**src/rtl/booth_multiplier_if.sv**
```systemverilog
// Start/ready handshake and product bus between the control unit and the Booth multiplier.
// The master drives operands and start; the slave returns hi/lo with ready/busy status.
interface booth_multiplier_if #(
  parameter int WIDTH = 32
);
  logic             start;
  logic [WIDTH-1:0] a;
  logic [WIDTH-1:0] b;
  logic [WIDTH-1:0] hi;
  logic [WIDTH-1:0] lo;
  logic             ready;
  logic             busy;

  modport master (output start, a, b, input hi, lo, ready, busy);
  modport slave  (input start, a, b, output hi, lo, ready, busy);
endinterface

```
**src/rtl/booth_multiplier.sv**
```systemverilog
// Sequential signed WIDTHxWIDTH radix-2 Booth multiplier, one iteration per clock.
// The product lands in hi/lo with a one-cycle ready pulse WIDTH edges after accept.
module booth_multiplier #(
  parameter int WIDTH = 32
) (
  input  logic                clk,
  input  logic                reset,
  booth_multiplier_if.slave   bus
);
  localparam int CNT_W = (WIDTH > 1) ? $clog2(WIDTH) : 1;
  localparam logic [CNT_W-1:0] LAST = CNT_W'(WIDTH - 1);

  typedef enum logic [1:0] {IDLE, RUN, DONE} state_t;

  state_t                  state_q, state_d;
  logic signed [WIDTH:0]   m_q, m_d;
  logic signed [WIDTH:0]   acc_q, acc_d;
  logic        [WIDTH-1:0] q_q, q_d;
  logic                    q1_q, q1_d;
  logic        [CNT_W-1:0] cnt_q, cnt_d;
  logic        [WIDTH-1:0] hi_q, hi_d;
  logic        [WIDTH-1:0] lo_q, lo_d;
  logic                    ready_q, ready_d;
  logic                    busy_q, busy_d;

  logic signed [WIDTH:0]   acc_step;
  logic signed [WIDTH:0]   acc_sh;
  logic        [WIDTH-1:0] q_sh;

  // WIDTH+1-bit accumulator keeps A-M exact even when M is the most negative operand.
  function automatic logic signed [WIDTH:0] booth_op(
    input logic [1:0]            sel,
    input logic signed [WIDTH:0] acc,
    input logic signed [WIDTH:0] m
  );
    case (sel)
      2'b01:   return acc + m;
      2'b10:   return acc - m;
      default: return acc;
    endcase
  endfunction

  always_comb begin
    acc_step = booth_op({q_q[0], q1_q}, acc_q, m_q);
    acc_sh   = acc_step >>> 1;
    q_sh     = {acc_step[0], q_q[WIDTH-1:1]};
  end

  always_comb begin
    state_d = state_q;
    m_d     = m_q;
    acc_d   = acc_q;
    q_d     = q_q;
    q1_d    = q1_q;
    cnt_d   = cnt_q;
    hi_d    = hi_q;
    lo_d    = lo_q;
    ready_d = 1'b0;
    busy_d  = busy_q;
    case (state_q)
      IDLE: begin
        if (bus.start) begin
          m_d     = $signed({bus.a[WIDTH-1], bus.a});
          acc_d   = '0;
          q_d     = bus.b;
          q1_d    = 1'b0;
          cnt_d   = '0;
          busy_d  = 1'b1;
          state_d = RUN;
        end
      end
      RUN: begin
        acc_d = acc_sh;
        q_d   = q_sh;
        q1_d  = q_q[0];
        cnt_d = cnt_q + 1'b1;
        if (cnt_q == LAST) begin
          hi_d    = acc_sh[WIDTH-1:0];
          lo_d    = q_sh;
          ready_d = 1'b1;
          busy_d  = 1'b0;
          state_d = DONE;
        end
      end
      DONE: begin
        state_d = IDLE;
      end
      default: begin
        state_d = IDLE;
        busy_d  = 1'b0;
      end
    endcase
  end

  always_ff @(posedge clk or posedge reset) begin
    if (reset) begin
      state_q <= IDLE;
      m_q     <= '0;
      acc_q   <= '0;
      q_q     <= '0;
      q1_q    <= 1'b0;
      cnt_q   <= '0;
      hi_q    <= '0;
      lo_q    <= '0;
      ready_q <= 1'b0;
      busy_q  <= 1'b0;
    end else begin
      state_q <= state_d;
      m_q     <= m_d;
      acc_q   <= acc_d;
      q_q     <= q_d;
      q1_q    <= q1_d;
      cnt_q   <= cnt_d;
      hi_q    <= hi_d;
      lo_q    <= lo_d;
      ready_q <= ready_d;
      busy_q  <= busy_d;
    end
  end

  assign bus.hi    = hi_q;
  assign bus.lo    = lo_q;
  assign bus.ready = ready_q;
  assign bus.busy  = busy_q;
endmodule

```
**src/flat_wrapper.sv**
```systemverilog
// flat-port wrapper written by rule: the top's interface ports become plain ports
module booth_multiplier_flat 
#(
  parameter int WIDTH = 32
)
  (clk, reset, bus_start, bus_a, bus_b, bus_hi, bus_lo, bus_ready, bus_busy);
  booth_multiplier_if #(.WIDTH(WIDTH)) bus_i ();
  input  logic clk;
  input  logic reset;
  input wire logic [$bits(bus_i.start)-1:0] bus_start;
  input wire logic [$bits(bus_i.a)-1:0] bus_a;
  input wire logic [$bits(bus_i.b)-1:0] bus_b;
  output wire logic [$bits(bus_i.hi)-1:0] bus_hi;
  output wire logic [$bits(bus_i.lo)-1:0] bus_lo;
  output wire logic [$bits(bus_i.ready)-1:0] bus_ready;
  output wire logic [$bits(bus_i.busy)-1:0] bus_busy;
  assign bus_i.start = bus_start;
  assign bus_i.a = bus_a;
  assign bus_i.b = bus_b;
  assign bus_hi = bus_i.hi;
  assign bus_lo = bus_i.lo;
  assign bus_ready = bus_i.ready;
  assign bus_busy = bus_i.busy;
  booth_multiplier #(.WIDTH(WIDTH)) u_core (.clk(clk), .reset(reset), .bus(bus_i));
endmodule
```
**config.mk**
```make
export PLATFORM = sky130hd
export DESIGN_NAME = booth_multiplier_flat
export DESIGN_NICKNAME = d
export VERILOG_FILES = /design/src/rtl/booth_multiplier_if.sv /design/src/rtl/booth_multiplier.sv /design/src/flat_wrapper.sv
export SDC_FILE = /design/constraint.sdc
export NUM_CORES = 1
export LEC_CHECK = 0
export CORE_MARGIN = 2
export CORE_UTILIZATION = 50
export DETAILED_ROUTE_END_ITERATION = 6
export GPL_ROUTABILITY_DRIVEN = 1
export MAX_ROUTING_LAYER = met4
export PLACE_DENSITY = 0.74
export REMOVE_ABC_BUFFERS = 1
export SYNTH_ARGS = -nofsm -noshare
export SYNTH_HDL_FRONTEND = slang
export SYNTH_SLANG_ARGS = --single-unit
```
**constraint.sdc**
```tcl
create_clock -name clk -period 7.55 [get_ports clk]
set_input_delay 1.51 -clock clk [delete_from_list [all_inputs] [get_ports clk]]
set_output_delay 1.51 -clock clk [all_outputs]
set_load 0.05 [all_outputs]
```
# ---- Word-level counts from Yosys, hierarchy flattened
# Cells that the tools add are included.
# W data, S select, Z words.
dict set report totals {
  input_bits 67
  output_inout_bits 66
  reg_bits 171
  elab_cells 45
}
dict set report classes {
  mux 17
  eq_ne 7
  addsub 3
  reduce_logical 7
  bitwise_logic 1
}
# operator count
set ops {}
lappend ops {{$pmux W33 S2} 2}
lappend ops {{$pmux W32 S2} 1}
lappend ops {{$add A33 B32 Y33} 1}
lappend ops {{$mux W33} 1}
lappend ops {{$sub A33 B32 Y33} 1}
lappend ops {{$mux W32} 1}
lappend ops {{$pmux W5 S2} 1}
lappend ops {{$reduce_and A2 Y1} 4}
lappend ops {{$add A5 B1 Y5 const B} 1}
lappend ops {{$eq A5 B5 Y1 const B} 1}
lappend ops {{$mux W1} 5}
lappend ops {{$mux W5} 1}
lappend ops {{$eq A2 B1 Y1 const B} 2}
lappend ops {{$eq A2 B2 Y1 const B} 2}
lappend ops {{$mux W2} 2}
lappend ops {{$pmux W2 S2} 1}
lappend ops {{$pmux W1 S3} 1}
lappend ops {{$reduce_and A3 Y1} 1}
lappend ops {{$logic_not A2 Y1} 1}
lappend ops {{$ne A2 B1 Y1 const B} 1}
lappend ops {{$ne A2 B2 Y1 const B} 1}
lappend ops {{$pmux W1 S2} 1}
lappend ops {{$reduce_bool A2 Y1} 1}
lappend ops {{$not A1 Y1} 1}

# ---- Depth between registers and ports, before layout
# Gate-level depths: netlist (run 1).
dict set report depth {
  word_depth 3
  ltp_mapped 20
  mapped_depth_nobuf 20
}

# ---- Worst setup path before layout (run 1)
# No wires, ideal clock.
dict set report synth_timing {
  path_kind {register to register}
  from {reg u_core.m_q[6]}
  to {reg u_core.acc_q[31]}
  stages_incl_launch_ff 18
  path_slack_ns 3.194
  setup_time_ns 0.069
  required_time_ns 7.481
  period_less_slack_ns 4.356
  n_path_buf 1
  arrival_ns 4.288
  path_cell_list {dfrtp_1 or4_4 nor3_1 nand2_1 nor4b_1 a21oi_1 xnor2_1 ha_1 clkbuf_1 a211oi_1 o21ai_1 a221oi_1 o22ai_1 a211oi_1 nor3_1 or3b_4 or3_1 nand3_1}
}
dict set report synth_between {
  elab_chain_len 3
  elab_cells_between_ends 4
  classes_between {add/sub (2); mux (2)}
}
# element line
set synth_rtl {}
lappend synth_rtl {{start, declared} booth_multiplier.sv:16} ;# logic signed [WIDTH:0] m_q, m_d;
lappend synth_rtl {{start signal, assigned} booth_multiplier.sv:109} ;# m_q <= m_d;
lappend synth_rtl {{$sub A33 B32 Y33 / $add A33 B32 Y33 (equally long branches)} {booth_multiplier.sv:38, booth_multiplier.sv:37}}
lappend synth_rtl {{$pmux W33 S2 *} booth_multiplier.sv:36} ;# case (sel)
lappend synth_rtl {{$pmux W33 S2 *} booth_multiplier.sv:60} ;# case (state_q)
lappend synth_rtl {{end signal, assigned} booth_multiplier.sv:99} ;# acc_q <= '0;
lappend synth_rtl {{end signal, assigned} booth_multiplier.sv:110} ;# acc_q <= acc_d;
lappend synth_rtl {{end, declared} booth_multiplier.sv:17} ;# logic signed [WIDTH:0] acc_q, acc_d;
# Every way passes the cells marked *; elsewhere a longest branch is shown, timed or not.
# A chain may end at the register's enable or synchronous reset.

# ---- Final worst setup path (run 1)
dict set report layout_timing {
  from {reg u_core.m_q[11]}
  to {reg u_core.hi_q[29] (netlist: u_core.bus.hi[29])}
}
dict set report layout_between {
  elab_chain_len 2
  elab_cells_between_ends 3
  classes_between {add/sub (2); mux (1)}
}
# element line
set layout_rtl {}
lappend layout_rtl {{$sub A33 B32 Y33 / $add A33 B32 Y33 (equally long branches)} {booth_multiplier.sv:38, booth_multiplier.sv:37}}
lappend layout_rtl {{$pmux W33 S2 *} booth_multiplier.sv:36}
lappend layout_rtl {{end signal, assigned} booth_multiplier.sv:114} ;# hi_q <= hi_d;
lappend layout_rtl {{end, declared} booth_multiplier.sv:21} ;# logic [WIDTH-1:0] hi_q, hi_d;
# Marked as above.

==> impl_metrics.tcl, run 1 <==
set metrics [dict create \
    cts-buffers-inserted 17 \
    crit_path_max_fanout 6 \
    dr_total_vias 7864 \
    clock_skew_ns 0.01054 \
    start_util_pct 50.62 \
    cp_cell_sequence "nor4_1 -> nor4b_2 -> nor4b_1 -> a21oi_1 -> xnor2_1 -> ha_1 -> nand4_1 -> nor3_1 -> o2111ai_1 -> a2111oi_0 -> a211oi_1 -> o311ai_1 -> xor2_1 -> nor3_1 -> nor3_1" \
    layout_common_cells "205 x nand2_1, 169 x dfrtp_1, 132 x clkdlybuf4s50_1, 97 x o21ai_0, 94 x a21oi_1" \
    hpwl_um 15250 \
    tritoncts "built" \
    firstDrtPassIters 6 \
    grt_max_degree 88 \
    final_common_cell "nand2_1" \
    tightest_slew_ns 0.9931 \
    synth-edff-count 0 \
    yosys.area.top_type "dfrtp_1" \
    grt_pass1_wl_um 37710 \
    status "finished clean" \
    slew_viol_final 0 \
    synthArstFlopShare_pct 100.0 \
    die_y_um 141.4 \
    synth_area_um2 9437 \
    path_class "reg2reg" \
    clk_pin_slew_ns 0.07 \
    synth-seq-area-share_pct 45.08 \
    postRouteWirelength_um 22770 \
    ioPinCount 133 \
    design.die.area_um2 19990 \
    cp-start-kind "flop" \
    post-route-min-period_ns 5.124 \
    maxCapViolations 0 \
    place_congestion 0.8902 \
    critical_path.max_stage_delay_ns 0.71 \
    ctsHoldBuffers 0 \
    synthTopCellsByArea "dfrtp_1 45%, nand2_1 8.2%, o21ai_0 5.1%" \
    rows 50 \
    grt_pass1_vias 7520 \
    n_antenna_cell 0 \
    post-route-drc-count 0 \
    synth-main-ff-cell "dfrtp_1" \
    postCtsSetupRepairBufs 0 \
    syn_avg_cell_area_um2 9.022 \
    drtIter0Drc 485 \
    routedWlPerCell_um 16.35 \
    area_growth_pct 22.26 \
    die-width_um 141.4 \
    slew_headroom_pct 33.79 \
    cts_resized 0 \
    endpoint_kind "flop" \
    required_ns 7.90 \
    critical_path.slowest_cell "nor4b_1" \
    worstPathArrival_ns 5.47 \
    h-tree-depth 4 \
    vias_per_cell 5.645 \
    drive_gt1_share_pct 8.369 \
    netlist_instances 1046 \
    fillers 1613 \
    yosys_warnings 0 \
    drt.antenna.violating_nets 0 \
    cts_sinks 170 \
    portBuffers 132 \
    crit_path_frequent_cell "nor3_1" \
    core-area_um2 18640 \
    antenna_found_initial 0 \
    fmaxAchievable_mhz 195.2 \
    synth.distinct_cells 66 \
    period_share_pct 67.86 \
    synth_top_area_share_pct 45.08 \
    nNetsFinal 1250 \
    grtUsageTotal_pct 24.07 \
    min_path_type "reg2reg" \
    cts_buffer_depth 2 \
    rsz0062_at_grt "no" \
    overflow 0 \
    tns_ns 0 \
    setup_violations 0 \
    ys_ff_latch 170 \
    clock_tree.root_cell "clkbuf_16" \
    insertion_delay_ns 0.44 \
    hold_viol 0 \
]
-- final cells by class --
class,instances,area [µm²],area share (%)
repair buffers,142,1396,12.10
inverters,27,106.4,0.9218
well taps,234,292.8,2.538
multi-input cells,788,4868,42.20
flip-flops and latches,170,4255,36.88
clock inverters,15,192.7,1.670
clock buffers,17,425.4,3.687
-- cells in the mapped netlist, drive strengths merged, types with 5 or more instances --
cell / count
a22o: 9
a21oi: 94
nand2b: 10
inv: 26
a31oi: 5
or3: 5
nand3: 10
xor2: 13
a21o: 8
xnor2: 46
clkbuf: 54
nand2: 207
o21ai: 104
o211ai: 5
nor3: 16
and3b: 32
o21a: 5
nor2b: 7
dfrtp: 170
buf: 7
nor4: 8
mux2: 38
nor2: 61
a211oi: 8
ha: 36
-- registers in the layout, summed over array words and instances (netlist names), 2 cells and up --
signal / flops
u_core.acc_q: 32
u_core.state_q: 2
u_core.cnt_q: 5
u_core.bus.hi: 32
u_core.q_q: 32
u_core.bus.lo: 32
u_core.m_q: 32
-- per-stage QoR --
step	worst slack [ns]	instance area [µm²]	hold WS [ns]	util (%)	instances
2_1_floorplan	1.437	9205	0.4445	-	985
3_3_place_gp	2.557	10920	0.4558	58.57	1361
3_5_place_dp	2.450	10920	0.4618	58.57	1361
4_1_cts	2.413	11540	0.4811	61.89	1393
5_1_grt	2.115	11540	0.4980	61.89	1393
6_report	2.426	11540	0.4760	61.89	1393
-- final timing paths --
kind / slack [ns] / startpoint / to / depth (start not counted)
setup reg to reg: 2.43 / u_core.m_q[11] / u_core.bus.hi[29] / 15
hold reg to reg: 0.48 / u_core.bus.lo[2] / u_core.bus.lo[2] / 2
setup / recovery: 2.43 / u_core.m_q[11] / u_core.bus.hi[29] / 15
max in group asynchronous: 4.92 / reset / u_core.bus.lo[22] / 3
hold / removal: 0.48 / u_core.bus.lo[2] / u_core.bus.lo[2] / 2
min in group asynchronous: 1.50 / reset / u_core.q_q[30] / 2
-- critical path: cells and delay by family (launching register included) --
family / cells / cell delay [ns]
AO/OA/AOI/OAI: 5 / 1.48
XOR/XNOR: 2 / 0.40
adder cells (fa/ha/maj): 1 / 0.38
flip-flops: 1 / 0.44
AND/OR/NAND/NOR: 7 / 2.35
-- kinds of logic after synthesis --
logic type	Yosys count	synth area share, %
AOI/OAI and AO/OA	273	16.97
xor gates and xnor gates	59	5.476
adders and majority gates	37	4.985
buffers and inverters	88	3.527
DFF	170	45.08
muxes	42	4.959
and+or+nand+nor	377	19.00
-- per-layer routing --
layer / wire, µm / track usage, % / up-vias / share of wire (%)
li1: - / - / 3856 / -
met1: 10770 / 32.92 / 3732 / 47
met2: 10580 / 37.51 / 242 / 46
met3: 1093 / 3.679 / 34 / 4.8
met4: 334 / 7.000 / 0 / 1.5
met5: 0 / - / - / 0
Power of run 1 is not shown: default switching activity piles up to over one toggle a cycle in this logic, so the estimate is an artifact.
==> run 2: changes to the inputs <==
clock period = 4.8 ns   (was 7.55 ns; I/O delays follow)
==> run 2 against run 1 <==
Setup slack lost 2.1 ns. Maximum frequency grew 15%. Cell area grew 0.47%.
==> impl_metrics.tcl, run 2 (synthesis results as in run 1) <==
set metrics [dict create \
    post-route-min-period_ns 4.460 \
    grt_pass1_wl_um 37490 \
    hpwl_um 15460 \
    design_area_um2 11590 \
    grtUsageTotal_pct 23.96 \
    dpl-instance-area_um2 10960 \
    core-area_um2 18640 \
    holdWs_ns 0.4760 \
    insertion_delay_ns 0.44 \
    vias_per_cell 5.573 \
    postCtsSetupRepairBufs 0 \
    drtIter0Drc 501 \
    final_common_cell "nand2_1" \
    ioPinCount 133 \
    hold_viol 0 \
    slew_headroom_pct 34.20 \
    cp-start-kind "flop" \
    dr_total_vias 7796 \
    place_congestion 0.8967 \
    endpoint_kind "flop" \
    layout_common_cells "205 x nand2_1, 169 x dfrtp_1, 132 x clkdlybuf4s50_1, 97 x o21ai_0, 93 x a21oi_1" \
    h-tree-depth 4 \
    crit_path_max_fanout 6 \
    seqCellArea_um2 4255 \
    dp.cells 1367 \
    drive_gt1_share_pct 9.442 \
    multiInputGateArea_um2 4920 \
    slew_viol_final 0 \
    grt_max_degree 88 \
    rows 50 \
    clock_skew_ns 0.01438 \
    path_class "reg2reg" \
    overflow 0 \
    start_util_pct 50.62 \
    postRouteWirelength_um 22770 \
    area_growth_pct 22.83 \
    status "finished clean" \
    post-route-drc-count 0 \
    cts_buffer_depth 2 \
    period_share_pct 92.92 \
    portBuffers 132 \
    design.die.area_um2 19990 \
    tritoncts "built" \
    reg2reg_depth 17 \
    n_antenna_cell 0 \
    clk_pin_slew_ns 0.07 \
    stdcell_count 1399 \
    min_path_type "reg2reg" \
    tightest_slew_ns 0.9870 \
    setup_violations 0 \
    antenna_found_initial 0 \
    rsz0062_at_grt "no" \
    firstDrtPassIters 5 \
    die_y_um 141.4 \
    routedWlPerCell_um 16.27 \
    maxCapViolations 0 \
    die-width_um 141.4 \
    required_ns 5.17 \
    regToRegSetupSlack_ns 0.34 \
    grt_pass1_vias 7449 \
    fillers 1596 \
    whs_path_depth 2 \
    drt.antenna.violating_nets 0 \
    clock_tree.root_cell "clkbuf_16" \
    worstPathArrival_ns 4.83 \
    fmaxAchievable_mhz 224.2 \
    cts-buffers-inserted 17 \
    cts_sinks 170 \
    nNetsFinal 1256 \
]
run 2: cell count changes in the layout (fill, tap and decap cells not counted), moves of 2 or more:
cell        previous run  this run
inv_8                  7         4
inv_6                  4         6
a211oi_2               0         2
buf_4                 10        16
clkinvlp_4             0         2
a211oi_1               8         6
run 2: layer usage:
metal  vias up  share of wire (%)  global-route usage [%]
li1       3852                  -                       -
met1      3748                 48                   33.12
met2       171                 47                   36.89
met3        25                4.1                   4.151
met4         0                1.0                   6.316
met5         -                  0                       -
run 2: timing repair:
action	4_1_cts	5_1_grt
hold buffers	0	0
endpoints found under the setup margin	0	9
gates resized for setup	0	9
run 2: critical path: stages, from the launching register on:
cell	delay [ns]
dfrtp_1	0.42
or4_4	0.59
nor3_2	0.16
nand2_1	0.13
nor4b_1	0.32
buf_4	0.19
a21oi_1	0.08
xnor2_1	0.12
ha_1	0.36
nand4_1	0.20
inv_1	0.06
a22oi_1	0.39
nand2_1	0.21
a211oi_2	0.29
nor3_1	0.10
or3b_4	0.39
or3_1	0.31
nand3_1	0.08
run 2: cell type report:
class / instances / area share (%)
multi-input cells: 788 / 42.44
flip-flops and latches: 170 / 36.71
repair buffers: 148 / 12.44
clock buffers: 17 / 3.670
well taps: 234 / 2.526
clock inverters: 15 / 1.295
inverters: 27 / 0.9175
run 2: worst paths after layout:
kind                                        from          endpoint
worst max-delay path               u_core.m_q[6]  u_core.acc_q[31]
worst min-delay path            u_core.bus.lo[7]  u_core.bus.lo[7]
worst max register to register     u_core.m_q[6]  u_core.acc_q[31]
worst min register to register  u_core.bus.lo[7]  u_core.bus.lo[7]
max in group asynchronous                  reset  u_core.acc_q[18]
min in group asynchronous                  reset  u_core.bus.hi[0]
run 2: stage by stage:
stage,worst slack [ns],setup TNS (ns),util [%]
3_5_place_dp,0.1503,0,58.81
5_1_grt,0.07974,0,62.17
4_1_cts,0.1250,0,61.90
3_3_place_gp,0.2680,0,58.81
2_1_floorplan,-0.7634,-129.80,-
6_report,0.3401,0,62.17
Power of run 2 is left out for the same reason.
==> run 3: changes to the inputs <==
RECOVER_POWER = 25   (was default)
==> run 3 against run 2 <==
The run now ends with max-capacitance violations, max-slew violations left. Setup slack gained 0.0080 ns. Clock skew shrank 0.00057 ns. Global-route usage is the same. First-iteration DRC count grew 18%. Register-to-register slack is essentially flat. Critical endpoint unchanged. Highest routed layer unchanged.
==> impl_metrics.tcl, run 3 (synthesis results as in run 1) <==
set metrics [dict create \
    status "complete, but fails checks" \
    violations "max-capacitance violations, max-slew violations" \
    rsz0062_at_grt "no" \
    grt_pass1_vias 7449 \
    hpwl_um 15460 \
    core-area_um2 18640 \
    grt_max_degree 88 \
    endpoint_kind "flop" \
    postRouteWirelength_um 22740 \
    slew_headroom_pct -96.22 \
    die_y_um 141.4 \
    path_class "reg2reg" \
    period_share_pct 92.75 \
    die-width_um 141.4 \
    insertion_delay_ns 0.44 \
    clk_pin_slew_ns 0.07 \
    grtUsageTotal_pct 23.96 \
    cp-start-kind "flop" \
    fin_ws_ns 0.3481 \
    post-route-min-period_ns 4.452 \
    ctsHoldBuffers 0 \
    clock_skew_ns 0.01381 \
    drt.antenna.violating_nets 0 \
    setup_violations 0 \
    overflow 0 \
    portBuffers 132 \
    nNetsFinal 1256 \
    vias_per_cell 5.579 \
    dp_worst_setup_slack_ns 0.1503 \
    dpl-instance-area_um2 10960 \
    start_util_pct 50.62 \
    firstDrtPassIters 7 \
    n_antenna_cell 0 \
    min_path_type "reg2reg" \
    grt_pass1_wl_um 37490 \
    h-tree-depth 4 \
    design.die.area_um2 19990 \
    drive_gt1_share_pct 9.185 \
    drtIter0Drc 590 \
    tightest_slew_ns 2.943 \
    postCtsSetupRepairBufs 0 \
    ioPinCount 133 \
    area_growth_pct 22.61 \
    rows 50 \
    layout_common_cells "205 x nand2_1, 169 x dfrtp_1, 130 x clkdlybuf4s50_1, 97 x o21ai_0, 93 x a21oi_1" \
    maxCapViolations 2 \
    tritoncts "built" \
    crit_path_max_fanout 6 \
    cts_sinks 170 \
    cts-buffers-inserted 17 \
    design_area_um2 11570 \
    cts_buffer_depth 2 \
    slew_viol_final 132 \
    place_congestion 0.8967 \
    worstPathArrival_ns 4.82 \
    hold_viol 0 \
    antenna_found_initial 0 \
    final_common_cell "nand2_1" \
    regToRegSetupSlack_ns 0.35 \
    required_ns 5.17 \
    routedWlPerCell_um 16.26 \
    post-route-drc-count 0 \
    dr_total_vias 7805 \
    fmaxAchievable_mhz 224.6 \
    clock_tree.root_cell "clkbuf_16" \
]
## run 3: through the flow
step	utilization [%]	hold WS, ns	setup TNS, ns	cells
after floorplan	-	0.4445	-129.80	985
after global placement	58.81	0.4563	0	1367
after detailed placement	58.81	0.4615	0	1367
after CTS	61.90	0.4809	0	1399
after global routing	62.06	0.4916	0	1399
final	62.06	0.4757	0	1399
## run 3: worst max-delay path: stages, from the launching register on
cell and delay (ns):
dfrtp_1 0.42, or4_4 0.59, nor3_2 0.16, nand2_1 0.12, nor4b_1 0.32, buf_4 0.19
a21oi_1 0.08, xnor2_1 0.12, ha_1 0.36, nand4_1 0.19, inv_1 0.06, a22oi_1 0.39
nand2_1 0.21, a211oi_2 0.29, nor3_1 0.09, or3b_4 0.39, or3_1 0.31, nand3_1 0.08
## run 3: final timing paths
kind                                     to             start  cells after the start
setup / recovery           u_core.acc_q[31]     u_core.m_q[6]                     17
hold / removal             u_core.bus.lo[7]  u_core.bus.lo[7]                      2
setup reg to reg           u_core.acc_q[31]     u_core.m_q[6]                     17
hold reg to reg            u_core.bus.lo[7]  u_core.bus.lo[7]                      2
max in group asynchronous    u_core.q_q[28]             reset                      3
min in group asynchronous  u_core.bus.hi[0]             reset                      2
## run 3: per-layer routing
| metal | track usage [%] | vias up | share of wire, % | wire length [µm] |
|---|---|---|---|---|
| li1 | - | 3862 | - | - |
| met1 | 33.12 | 3731 | 48 | 10880 |
| met2 | 36.89 | 184 | 46 | 10540 |
| met3 | 4.151 | 28 | 4.7 | 1066 |
| met4 | 6.316 | 0 | 1.1 | 255 |
| met5 | - | - | 0 | 0 |
## run 3: layout make-up
cell class,instances,area [µm²]
clock buffers,17,425.4
clock inverters,15,150.1
fillers,1601,7073
inverters,27,101.3
multi-input cells,788,4906
flip-flops and latches,170,4255
well taps,234,292.8
repair buffers,148,1439
## run 3: repair_timing
action,in CTS,in global routing
resized for setup,0,9
endpoints found under the setup margin,0,9
hold endpoints to repair,0,0
Power of run 3 is left out for the same reason.
